--- src/rtl/ifu_fetch_thr_sched.sv ---
`default_nettype none
// ============================================================================
//  Module      : ifu_fetch_thr_sched
//  Description : IFU fetch-thread scheduler. Fairness-capped round-robin
//                selection of one fetch thread per cycle, one-hot thread
//                select, a single bubble on every thread change, and a
//                per-thread privilege-mode output.
//  Revision    : 1.0  initial release
// ============================================================================
module ifu_fetch_thr_sched #(
    parameter int NTHR   = 4,
    parameter int MAXRUN = 8
) (
    input  logic            rclk,
    input  logic            reset,
    input  logic [NTHR-1:0] thr_rdy,
    input  logic            stall_f,
    input  logic [NTHR-1:0] tlu_lsu_pstate_priv,
    output logic [NTHR-1:0] thr_f,
    output logic            valid_f,
    output logic            thr_switch,
    output logic            priv_mode_f
);

    localparam int c_idx_w = (NTHR > 1) ? $clog2(NTHR) : 1;
    localparam int c_cnt_w = (MAXRUN > 1) ? $clog2(MAXRUN) : 1;
    localparam logic [c_cnt_w-1:0] c_cnt_max = c_cnt_w'(MAXRUN - 1);

    typedef enum logic [1:0] {
        ST_IDLE   = 2'd0,
        ST_RUN    = 2'd1,
        ST_SWITCH = 2'd2
    } state_t;

    // Index to one-hot thread vector.
    function automatic logic [NTHR-1:0] to_onehot(input logic [c_idx_w-1:0] idx);
        logic [NTHR-1:0] v;
        v      = '0;
        v[idx] = 1'b1;
        return v;
    endfunction

    // Round-robin search starting at ptr; returns {found, index}.
    function automatic logic [c_idx_w:0] rr_pick(input logic [NTHR-1:0]    req,
                                                 input logic [c_idx_w-1:0] ptr);
        logic [c_idx_w:0]   res;
        logic [c_idx_w-1:0] jj;
        int                 j;
        res = '0;
        // Walk from the farthest offset to the nearest so the nearest wins.
        for (int k = NTHR - 1; k >= 0; k--) begin
            j  = (int'(ptr) + k) % NTHR;
            jj = j[c_idx_w-1:0];
            if (req[jj]) begin
                res = {1'b1, jj};
            end
        end
        return res;
    endfunction

    // Thread index after idx, wrapping at NTHR.
    function automatic logic [c_idx_w-1:0] idx_inc(input logic [c_idx_w-1:0] idx);
        int t;
        t = (int'(idx) + 1) % NTHR;
        return t[c_idx_w-1:0];
    endfunction

    state_t             r_state;
    state_t             w_state_nxt;
    logic [NTHR-1:0]    r_thr_f;
    logic [NTHR-1:0]    w_thr_nxt;
    logic [c_idx_w-1:0] r_cur;
    logic [c_idx_w-1:0] w_cur_nxt;
    logic [c_idx_w-1:0] r_pend;
    logic [c_idx_w-1:0] w_pend_nxt;
    logic [c_idx_w-1:0] r_rr_ptr;
    logic [c_idx_w-1:0] w_rr_ptr_nxt;
    logic [c_cnt_w-1:0] r_run_cnt;
    logic [c_cnt_w-1:0] w_run_cnt_nxt;
    logic               r_thr_switch;

    logic [NTHR-1:0]    w_others;
    logic [c_idx_w:0]   w_pick_all;
    logic [c_idx_w:0]   w_pick_oth;
    logic               w_run_cnt_lt;

    // Candidate picks: any ready thread, or any ready thread other than the current one.
    assign w_others     = thr_rdy & ~to_onehot(r_cur);
    assign w_pick_all   = rr_pick(thr_rdy, r_rr_ptr);
    assign w_pick_oth   = rr_pick(w_others, r_rr_ptr);
    assign w_run_cnt_lt = (r_run_cnt < c_cnt_max);

    // Next-state and next-output selection; everything holds while stalled.
    always_comb begin
        w_state_nxt   = r_state;
        w_thr_nxt     = r_thr_f;
        w_cur_nxt     = r_cur;
        w_pend_nxt    = r_pend;
        w_rr_ptr_nxt  = r_rr_ptr;
        w_run_cnt_nxt = r_run_cnt;
        if (!stall_f) begin
            unique case (r_state)
                ST_IDLE: begin
                    w_thr_nxt = '0;
                    if (w_pick_all[c_idx_w]) begin
                        w_state_nxt   = ST_RUN;
                        w_thr_nxt     = to_onehot(w_pick_all[c_idx_w-1:0]);
                        w_cur_nxt     = w_pick_all[c_idx_w-1:0];
                        w_run_cnt_nxt = '0;
                        w_rr_ptr_nxt  = idx_inc(w_pick_all[c_idx_w-1:0]);
                    end
                end
                ST_RUN: begin
                    if (thr_rdy[r_cur] && (w_run_cnt_lt || (w_others == '0))) begin
                        // Keep fetching; the count saturates when running alone.
                        if (w_run_cnt_lt) begin
                            w_run_cnt_nxt = r_run_cnt + 1'b1;
                        end
                    end else if (w_pick_oth[c_idx_w]) begin
                        w_state_nxt = ST_SWITCH;
                        w_thr_nxt   = '0;
                        w_pend_nxt  = w_pick_oth[c_idx_w-1:0];
                    end else begin
                        w_state_nxt = ST_IDLE;
                        w_thr_nxt   = '0;
                    end
                end
                ST_SWITCH: begin
                    if (thr_rdy[r_pend]) begin
                        w_state_nxt   = ST_RUN;
                        w_thr_nxt     = to_onehot(r_pend);
                        w_cur_nxt     = r_pend;
                        w_run_cnt_nxt = '0;
                        w_rr_ptr_nxt  = idx_inc(r_pend);
                    end else if (w_pick_all[c_idx_w]) begin
                        // Pending thread went away; take a fresh round-robin pick instead.
                        w_state_nxt   = ST_RUN;
                        w_thr_nxt     = to_onehot(w_pick_all[c_idx_w-1:0]);
                        w_cur_nxt     = w_pick_all[c_idx_w-1:0];
                        w_run_cnt_nxt = '0;
                        w_rr_ptr_nxt  = idx_inc(w_pick_all[c_idx_w-1:0]);
                    end else begin
                        w_state_nxt = ST_IDLE;
                        w_thr_nxt   = '0;
                    end
                end
                default: begin
                    w_state_nxt = ST_IDLE;
                    w_thr_nxt   = '0;
                end
            endcase
        end
    end

    // Scheduler state registers.
    always_ff @(posedge rclk) begin
        if (reset) begin
            r_state      <= ST_IDLE;
            r_thr_f      <= '0;
            r_cur        <= '0;
            r_pend       <= '0;
            r_rr_ptr     <= '0;
            r_run_cnt    <= '0;
            r_thr_switch <= 1'b0;
        end else begin
            r_state      <= w_state_nxt;
            r_thr_f      <= w_thr_nxt;
            r_cur        <= w_cur_nxt;
            r_pend       <= w_pend_nxt;
            r_rr_ptr     <= w_rr_ptr_nxt;
            r_run_cnt    <= w_run_cnt_nxt;
            // Pulse only on the edge that enters the bubble cycle.
            r_thr_switch <= !stall_f && (w_state_nxt == ST_SWITCH) && (r_state != ST_SWITCH);
        end
    end

    assign thr_f       = r_thr_f;
    assign valid_f     = |r_thr_f;
    assign thr_switch  = r_thr_switch & ~stall_f;
    // Strict per-index AND: a thread's privilege never leaks onto another.
    assign priv_mode_f = |(r_thr_f & tlu_lsu_pstate_priv);

    a_thr_onehot0 : assert property (@(posedge rclk) disable iff (reset) $onehot0(r_thr_f));

endmodule
`default_nettype wire

--- config.mk ---
export PLATFORM = sky130hd
export DESIGN_NAME = ifu_fetch_thr_sched
export DESIGN_NICKNAME = d
export VERILOG_FILES = /design/src/rtl/ifu_fetch_thr_sched.sv
export SDC_FILE = /design/constraint.sdc
export NUM_CORES = 1
export LEC_CHECK = 0
export CAP_MARGIN = 40
export CORE_MARGIN = 5
export CORE_UTILIZATION = 55
export CTS_CLUSTER_DIAMETER = 80
export CTS_CLUSTER_SIZE = 30
export DETAILED_ROUTE_END_ITERATION = 8
export PLACE_DENSITY = 0.84
export SLEW_MARGIN = 20
export SYNTH_ARGS = -nofsm -noshare
export SYNTH_HDL_FRONTEND = slang
export SYNTH_SLANG_ARGS = --single-unit
--- constraint.sdc ---
create_clock -name rclk -period 4.6 [get_ports rclk]
set_clock_uncertainty 0.1 [all_clocks]
set_input_delay 0.92 -clock rclk [delete_from_list [all_inputs] [get_ports rclk]]
set_output_delay 0.92 -clock rclk [all_outputs]
set_load 0.05 [all_outputs]
# --- After elaboration in Yosys (flattened, before gate mapping) ---
# Cells that the tools add are included.
totals:
  ram_bits: 0
  out_inout_bits: 7
  wordCells: 111
  ff_bits: 16
  latchBits: 0
  n_memories: 0
  rom_bits: 0
classes:
  n_shift: 0
  n_eq_ne: 7
  bitwise: 6
  n_addsub: 6
  n_mul: 0
  n_reduce_logical: 18
  order_cmp: 11
  div: 0
  n_mux: 56
op_table:
  columns: ["op", "count"]
  rows:
  - ["3-bit 2-to-1 mux", 12]
  - ["2-bit by 3-bit < comparator with 1-bit output, second input constant", 7]
  - ["1-bit binary-select mux with 2-bit select", 10]
  - ["2-bit 2-to-1 mux", 8]
  - ["1-bit 2-to-1 mux", 15]
  - ["4-bit 2-to-1 mux", 3]
  - ["4-bit case mux with 3 select lines", 1]
  - ["3-bit case mux with 3 select lines", 1]
  - ["4-bit bitwise AND", 2]
  - ["2-bit != test, second input constant", 4]
  - ["2-bit case mux with 2 select lines", 2]
  - ["4-bit AND reduction", 2]
  - ["4-bit OR reduction", 2]
  - ["2-bit by 1-bit adder with 2-bit output, second input constant", 3]
  - ["1-bit demux with 2-bit select", 3]
  - ["2-bit by 1-bit >= comparator with 1-bit output, second input constant", 3]
  - ["1-bit logical AND", 6]
  - ["2-bit case mux with 3 select lines", 1]
  - ["2-bit adder, second input constant", 2]
  - ["2-bit == test, second input constant", 2]
  - ["4-bit zero test", 1]
  - ["4-bit NOT", 1]
  - ["2-bit AND reduction", 2]
  - ["3-bit by 1-bit adder with 3-bit output, second input constant", 1]
  - ["9 further kinds", 10]

# --- Logic depth before layout (Yosys ltp) ---
# Gate-level depths: netlist (run 1).
logic_depth:
  depth_word: 19
  mapped_depth: 10
  depth_no_buf: 9

# --- Worst setup path before layout (run 1) ---
# Ideal clock, no wire load.
synth_timing:
  path_kind: "input -> output"
  from: "input stall_f"
  to: "output thr_switch"
  t_arrival_ps: 1811
  setup_slack_ps: 1769
  path_stages: 2
  t_required_ps: 3580
  path_cell_list: "clkbuf_1 nor2b_1"
synth_via:
  elab_chain_cells: 2
synth_rtl:
  columns: ["element", "line_no", "source"]
  rows:
  - ["from (decl)", "17", "input logic stall_f,"]
  - ["1-bit NOT (no source line)", null, null]
  - ["1-bit bitwise AND", "179", "assign thr_switch = r_thr_switch & ~stall_f;"]
  - ["to (decl)", "21", "output logic thr_switch,"]
# No other way between the ends.

# --- Worst setup path after layout (run 1) ---
# Same ends and word-level chain as after synthesis.

==> impl_metrics.json, run 1 <==
{
  "status": "completed",
  "end_kind": "primary output",
  "wirelength_um": 3680,
  "async_flop_share": 0,
  "grt_max_degree": 19,
  "comb_power_share": 0.376,
  "ctsHoldBuffers": 0,
  "cap_violations": 0,
  "fillers": 244,
  "die_area_um2": 3960,
  "slew_headroom": 0.544,
  "worstHoldPathType": "flop to flop",
  "critical_path_arrival_ns": 2.49,
  "cts-htree-levels": 1,
  "crit_fanout": 12,
  "start_util": 0.569,
  "syn_avg_cell_area_um2": 7.95,
  "fp.coreArea_um2": 2710,
  "fin_nets": 226,
  "final_antenna_net_count": 0,
  "synth_area_um2": 1540,
  "internal-power_uw": 262,
  "yosysWarnings": 0,
  "setup_viol": 0,
  "cts_resized": 0,
  "layout_commonest_cell": "clkdlybuf4s50_1",
  "layout_common_cells": "17 x clkdlybuf4s50_1, 16 x nand3_1, 16 x dfxtp_1, 14 x inv_1, 13 x ha_1",
  "worst_slew_pin_slew_ns": 0.682,
  "die_w_um": 62.9,
  "tns_ns": 0,
  "tritoncts": "built",
  "drc_errors": 0,
  "grt_pass1_vias": 1362,
  "ios": 18,
  "antenna_found_initial": 0,
  "drive_gt1_frac": 0.0896,
  "power_per_cell_area_nw_per_um2": 247,
  "p_clk_frac": 0.234,
  "holdPathStages": 2,
  "vias_per_cell": 6.43,
  "timing.final.crit_share": 0.764,
  "finish.instance_area_um2": 1710,
  "overflow": 0,
  "dp_hpwl_um": 2760,
  "p_sw_uw": 159,
  "ys_seq_area_frac": 0.208,
  "cts.path.max_buffers": 2,
  "slew_viol_final": 0,
  "gp_congestion": 0.868,
  "num_antenna_cells": 0,
  "multi_input_area_um2": 1090,
  "path_clk_slew_ns": 0.10,
  "critical_path_class": "input pin to primary output",
  "rsz0062_at_grt": "no",
  "drt_iter0_drc": 90,
  "postCtsSetupBuffers": 0,
  "die_y_um": 62.9,
  "synth_nets": 218,
  "grt_pass1_wl_um": 6290,
  "synth_cell_types": 53,
  "synth_edf_count": 0,
  "cellLeakagePower_uw": 0.000650,
  "hold_violations": 0,
  "routed-via-count": 1491,
  "r2r_slack_ns": 2.15,
  "synth_ff_type": "dfxtp_1",
  "drtPass1Iterations": 4,
  "syn2layout_area_growth_pct": 10.7,
  "numCtsBuffers": 3,
  "pwr-share-seq": 0.390,
  "critPathLaunchType": "input pin",
  "cp.required_ns": 3.58,
  "synthCells": 194,
  "cts_num_sinks": 16,
  "wl_per_cell_um": 15.8,
  "clk_latency_ns": 0.30,
  "rows": 19,
  "cts-root-buf": "clkbuf_4",
  "seq_area_um2": 320,
  "regToRegEndpoint": "r_thr_switch",
  "ir_drop_mv": 0.174,
  "power_uw": 421,
  "min_period_ns": 3.51,
  "r2r_cells": 5,
  "hp-start": "thr_f[1]",
  "track_usage": 0.189,
  "ys_ff_latch": 16,
  "reg2reg_from": "r_cur[0]",
  "port-buffer-count": 17,
  "hold_end": "thr_f[1]",
  "p_sw_frac": 0.377,
  "clock.fmax_ghz": 0.285,
  "dpl_cell_area_um2": 1670
}
metrics by stage:
step / hold slack (ns) / std cells / setup slack (ns) / util
finish: 0.397 / 232 / 1.09 / 0.630
floorplan: 0.356 / 194 / 1.77 / -
global route: 0.437 / 232 / 1.03 / 0.630
global placement: 0.374 / 228 / 1.09 / 0.616
CTS: 0.402 / 232 / 1.08 / 0.630
detailed placement: 0.387 / 228 / 1.08 / 0.616
registers in the layout (all words and copies together), names as in the netlist:
name	cells
r_thr_switch	1
r_state	2
r_pend	2
r_run_cnt	3
r_cur	2
thr_f	4
r_rr_ptr	2
Yosys cell counts, types with 2 or more instances:
cell type / count / area share
dfxtp_1: 16 / 0.21
nand3_1: 16 / 0.052
inv_1: 14 / 0.034
ha_1: 13 / 0.11
nand2_1: 12 / 0.029
a21oi_1: 11 / 0.036
nor2_1: 10 / 0.024
nor3_1: 8 / 0.026
clkbuf_1: 7 / 0.017
o21ai_0: 7 / 0.023
a211oi_1: 5 / 0.024
and3_1: 4 / 0.016
buf_2: 4 / 0.013
mux2_2: 4 / 0.029
nor2b_1: 4 / 0.016
o211ai_1: 4 / 0.019
a221oi_1: 3 / 0.017
buf_6: 3 / 0.022
nor3b_1: 3 / 0.015
o32ai_1: 3 / 0.017
a22o_1: 2 / 0.011
a22oi_1: 2 / 0.0097
a31oi_1: 2 / 0.0081
and2_4: 2 / 0.011
mux4_2: 2 / 0.029
nand2b_1: 2 / 0.0081
nand3b_1: 2 / 0.0097
o21bai_1: 2 / 0.0097
o22ai_1: 2 / 0.0081
or4_1: 2 / 0.0097
critical path, cell delays in order:
cell,delay [ns]
clkdlybuf4s50_1,0.59
nor2b_1,0.17
clkdlybuf4s50_1,0.81
metal layers:
metal  part of all wire  global-route usage  wire (um)
met1               0.43               0.237       1570
met4              0.028              0.0849        104
met3              0.051              0.0198        188
met5                  0                   0          0
met2               0.49               0.321       1810
cell type report:
type,count,share of cell area
clock buffers,4,0.0213
inverters,14,0.0308
repair buffers,17,0.0997
multi-input cells,150,0.638
well taps,31,0.0227
flip-flops and latches,16,0.188
worst max path at each step:
stage,endpoint,cells past startpoint,slack [ns],start
after global placement,thr_switch,3,1.09,stall_f
final,thr_switch,3,1.09,stall_f
after detailed placement,thr_switch,3,1.08,stall_f
after floorplan,thr_switch,2,1.77,stall_f
after CTS,thr_switch,3,1.08,stall_f
after global routing,thr_switch,3,1.03,stall_f
kinds of logic after synthesis:
group | after synthesis | synth area share
XOR/XNOR | 1 | 0.00568
multiplexers | 7 | 0.0649
adder cells (fa/ha/maj) | 13 | 0.106
AO/OA/AOI/OAI | 55 | 0.259
flip-flops | 16 | 0.208
AND/OR/NAND/NOR | 74 | 0.271
buffers and inverters | 28 | 0.0860
power groups by stage:
stage | logic, uW | clock network (uW) | registers (uW)
after global placement | 153 | 0 | 166
final | 158 | 98.6 | 164
after detailed placement | 157 | 0 | 167
after global routing | 174 | 106 | 166
after floorplan | 116 | 0 | 169
after CTS | 158 | 98.1 | 164
No activity file was read; power rests on OpenSTA's default activity.
==> run 2: changes to the inputs <==
--- a/config.mk
+++ b/config.mk
@@ -7,11 +7,11 @@
 export LEC_CHECK = 0
 export CAP_MARGIN = 40
 export CORE_MARGIN = 5
-export CORE_UTILIZATION = 55
+export CORE_UTILIZATION = 51
 export CTS_CLUSTER_DIAMETER = 80
 export CTS_CLUSTER_SIZE = 30
 export DETAILED_ROUTE_END_ITERATION = 8
-export PLACE_DENSITY = 0.84
+export PLACE_DENSITY = 0.82
 export SLEW_MARGIN = 20
 export SYNTH_ARGS = -nofsm -noshare
 export SYNTH_HDL_FRONTEND = slang
==> constraint.sdc (replaced) <==
create_clock -name rclk -period 3 [get_ports rclk]
set_clock_uncertainty 0.1 [all_clocks]
set_input_delay 0.6 -clock rclk [delete_from_list [all_inputs] [get_ports rclk]]
set_output_delay 0.6 -clock rclk [all_outputs]
set_load 0.05 [all_outputs]
==> run 2 against run 1 <==
Net effect:
- clock power rose by 51%
- die area is 6.6% higher
- combinational power is 61% higher
- critical endpoint is now valid_f
==> impl_metrics.json, run 2 (synthesized netlist as in run 1, its figures left out) <==
{
  "critPathLaunchType": "flop",
  "r2r_slack_ns": 0.74,
  "cts-root-buf": "clkbuf_4",
  "min_period_ns": 2.56,
  "layout_common_cells": "16 x nand3_1, 16 x dfxtp_1, 15 x clkdlybuf4s50_1, 14 x inv_1, 13 x ha_1",
  "rsz0062_at_grt": "no",
  "cp.required_ns": 2.30,
  "numCtsBuffers": 3,
  "largest_reg_flops": 4,
  "final_core_util": 0.604,
  "wl_per_cell_um": 14.4,
  "critical_path_class": "flop to primary output",
  "hold_ws_ns": 0.391,
  "fin_nets": 237,
  "die_y_um": 65.0,
  "cts_resized": 0,
  "clock.fmax_ghz": 0.391,
  "ctsHoldBuffers": 0,
  "final_antenna_net_count": 0,
  "drc_errors": 0,
  "ir_drop_mv": 0.300,
  "num_antenna_cells": 0,
  "syn2layout_area_growth_pct": 16.7,
  "drt_iter0_drc": 88,
  "status": "completed",
  "die_area_um2": 4220,
  "multi_input_area_um2": 1090,
  "die_w_um": 65.0,
  "tritoncts": "built",
  "cts_num_sinks": 16,
  "drive_gt1_frac": 0.146,
  "fillers": 283,
  "rows": 20,
  "end_kind": "primary output",
  "antenna_found_initial": 0,
  "tns_ns": 0,
  "slew_headroom": 0.665,
  "grt_pass1_vias": 1485,
  "critical_path_arrival_ns": 1.86,
  "dp_hpwl_um": 2700,
  "cts-htree-levels": 1,
  "vias_per_cell": 6.02,
  "regToRegEndpoint": "thr_f[0]",
  "drtPass1Iterations": 5,
  "cts.path.max_buffers": 2,
  "holdPathStages": 2,
  "wirelength_um": 3520,
  "ios": 18,
  "seq_area_um2": 320,
  "hp-start": "thr_f[3]",
  "fp.coreArea_um2": 2980,
  "power_per_cell_area_nw_per_um2": 363,
  "timing.final.crit_share": 0.852,
  "worst_slew_pin_slew_ns": 0.501,
  "crit_fanout": 4,
  "grt_max_degree": 16,
  "r2r_cells": 5,
  "cap_violations": 0,
  "gp_congestion": 0.884,
  "track_usage": 0.188,
  "grt_pass1_wl_um": 6470,
  "hold_end": "thr_f[3]",
  "reg2reg_from": "r_cur[0]",
  "slew_viol_final": 0,
  "postCtsSetupBuffers": 0,
  "path_clk_slew_ns": 0.10,
  "start_util": 0.518,
  "routed-via-count": 1474,
  "setup_viol": 0,
  "hold_violations": 0,
  "cellLeakagePower_uw": 0.000709,
  "overflow": 0,
  "clk_latency_ns": 0.29,
  "worstHoldPathType": "flop to flop",
  "port-buffer-count": 17
}
==> run 2: changes by cell type in the layout (fill, tap and decap cells not counted) <==
cell / change
buf_4: +12
buf_12: +1
clkdlybuf4s50_1: -2
==> run 2: worst max-delay path by stage <==
| stage | from | slack [ns] | end |
|---|---|---|---|
| after global routing | thr_rdy[2] | 0.24 | thr_f[1] |
| after CTS | thr_f[3] | 0.44 | valid_f |
| after detailed placement | thr_rdy[0] | 0.17 | r_rr_ptr[1] |
| after global placement | thr_rdy[0] | 0.19 | r_run_cnt[0] |
| final | thr_f[3] | 0.44 | valid_f |
| after floorplan | thr_rdy[1] | 0.76 | thr_f[0] |
==> run 2: layout make-up <==
class,count,area share
sequential,16,0.178
inverter,14,0.0292
timing repair buffer,28,0.145
clock buffer,4,0.0202
multi-input combinational,150,0.605
tap,33,0.0229
==> run 2: critical path, stage by stage (launching register included) <==
cell             delay, ns
dfxtp_1               0.34
or4_1                 0.51
clkdlybuf4s50_1       0.71
==> run 2: stage by stage <==
step                instance area [um2]  setup slack [ns]  cells  total power (uW)
global placement                   1760             0.194    241               505
CTS                                1800             0.435    245               657
floorplan                          1540             0.760    194               438
finish                             1800             0.445    245               654
detailed placement                 1760             0.165    241               508
global route                       1800             0.238    245               697
==> run 2: metal layers <==
| metal | vias to the layer above | global-route usage | part of all wire |
|---|---|---|---|
| met5 | - | 0 | 0 |
| met4 | 0 | 0.0501 | 0.0057 |
| met3 | 2 | 0.0468 | 0.058 |
| met2 | 43 | 0.304 | 0.48 |
| met1 | 678 | 0.246 | 0.45 |
| li1 | 751 | - | - |
==> run 2: where the power goes <==
group	switching, uW	internal, uW	total, uW
logic	142	111	254
clock network	75.0	74.0	149
registers	25.0	226	251
total	242	411	654
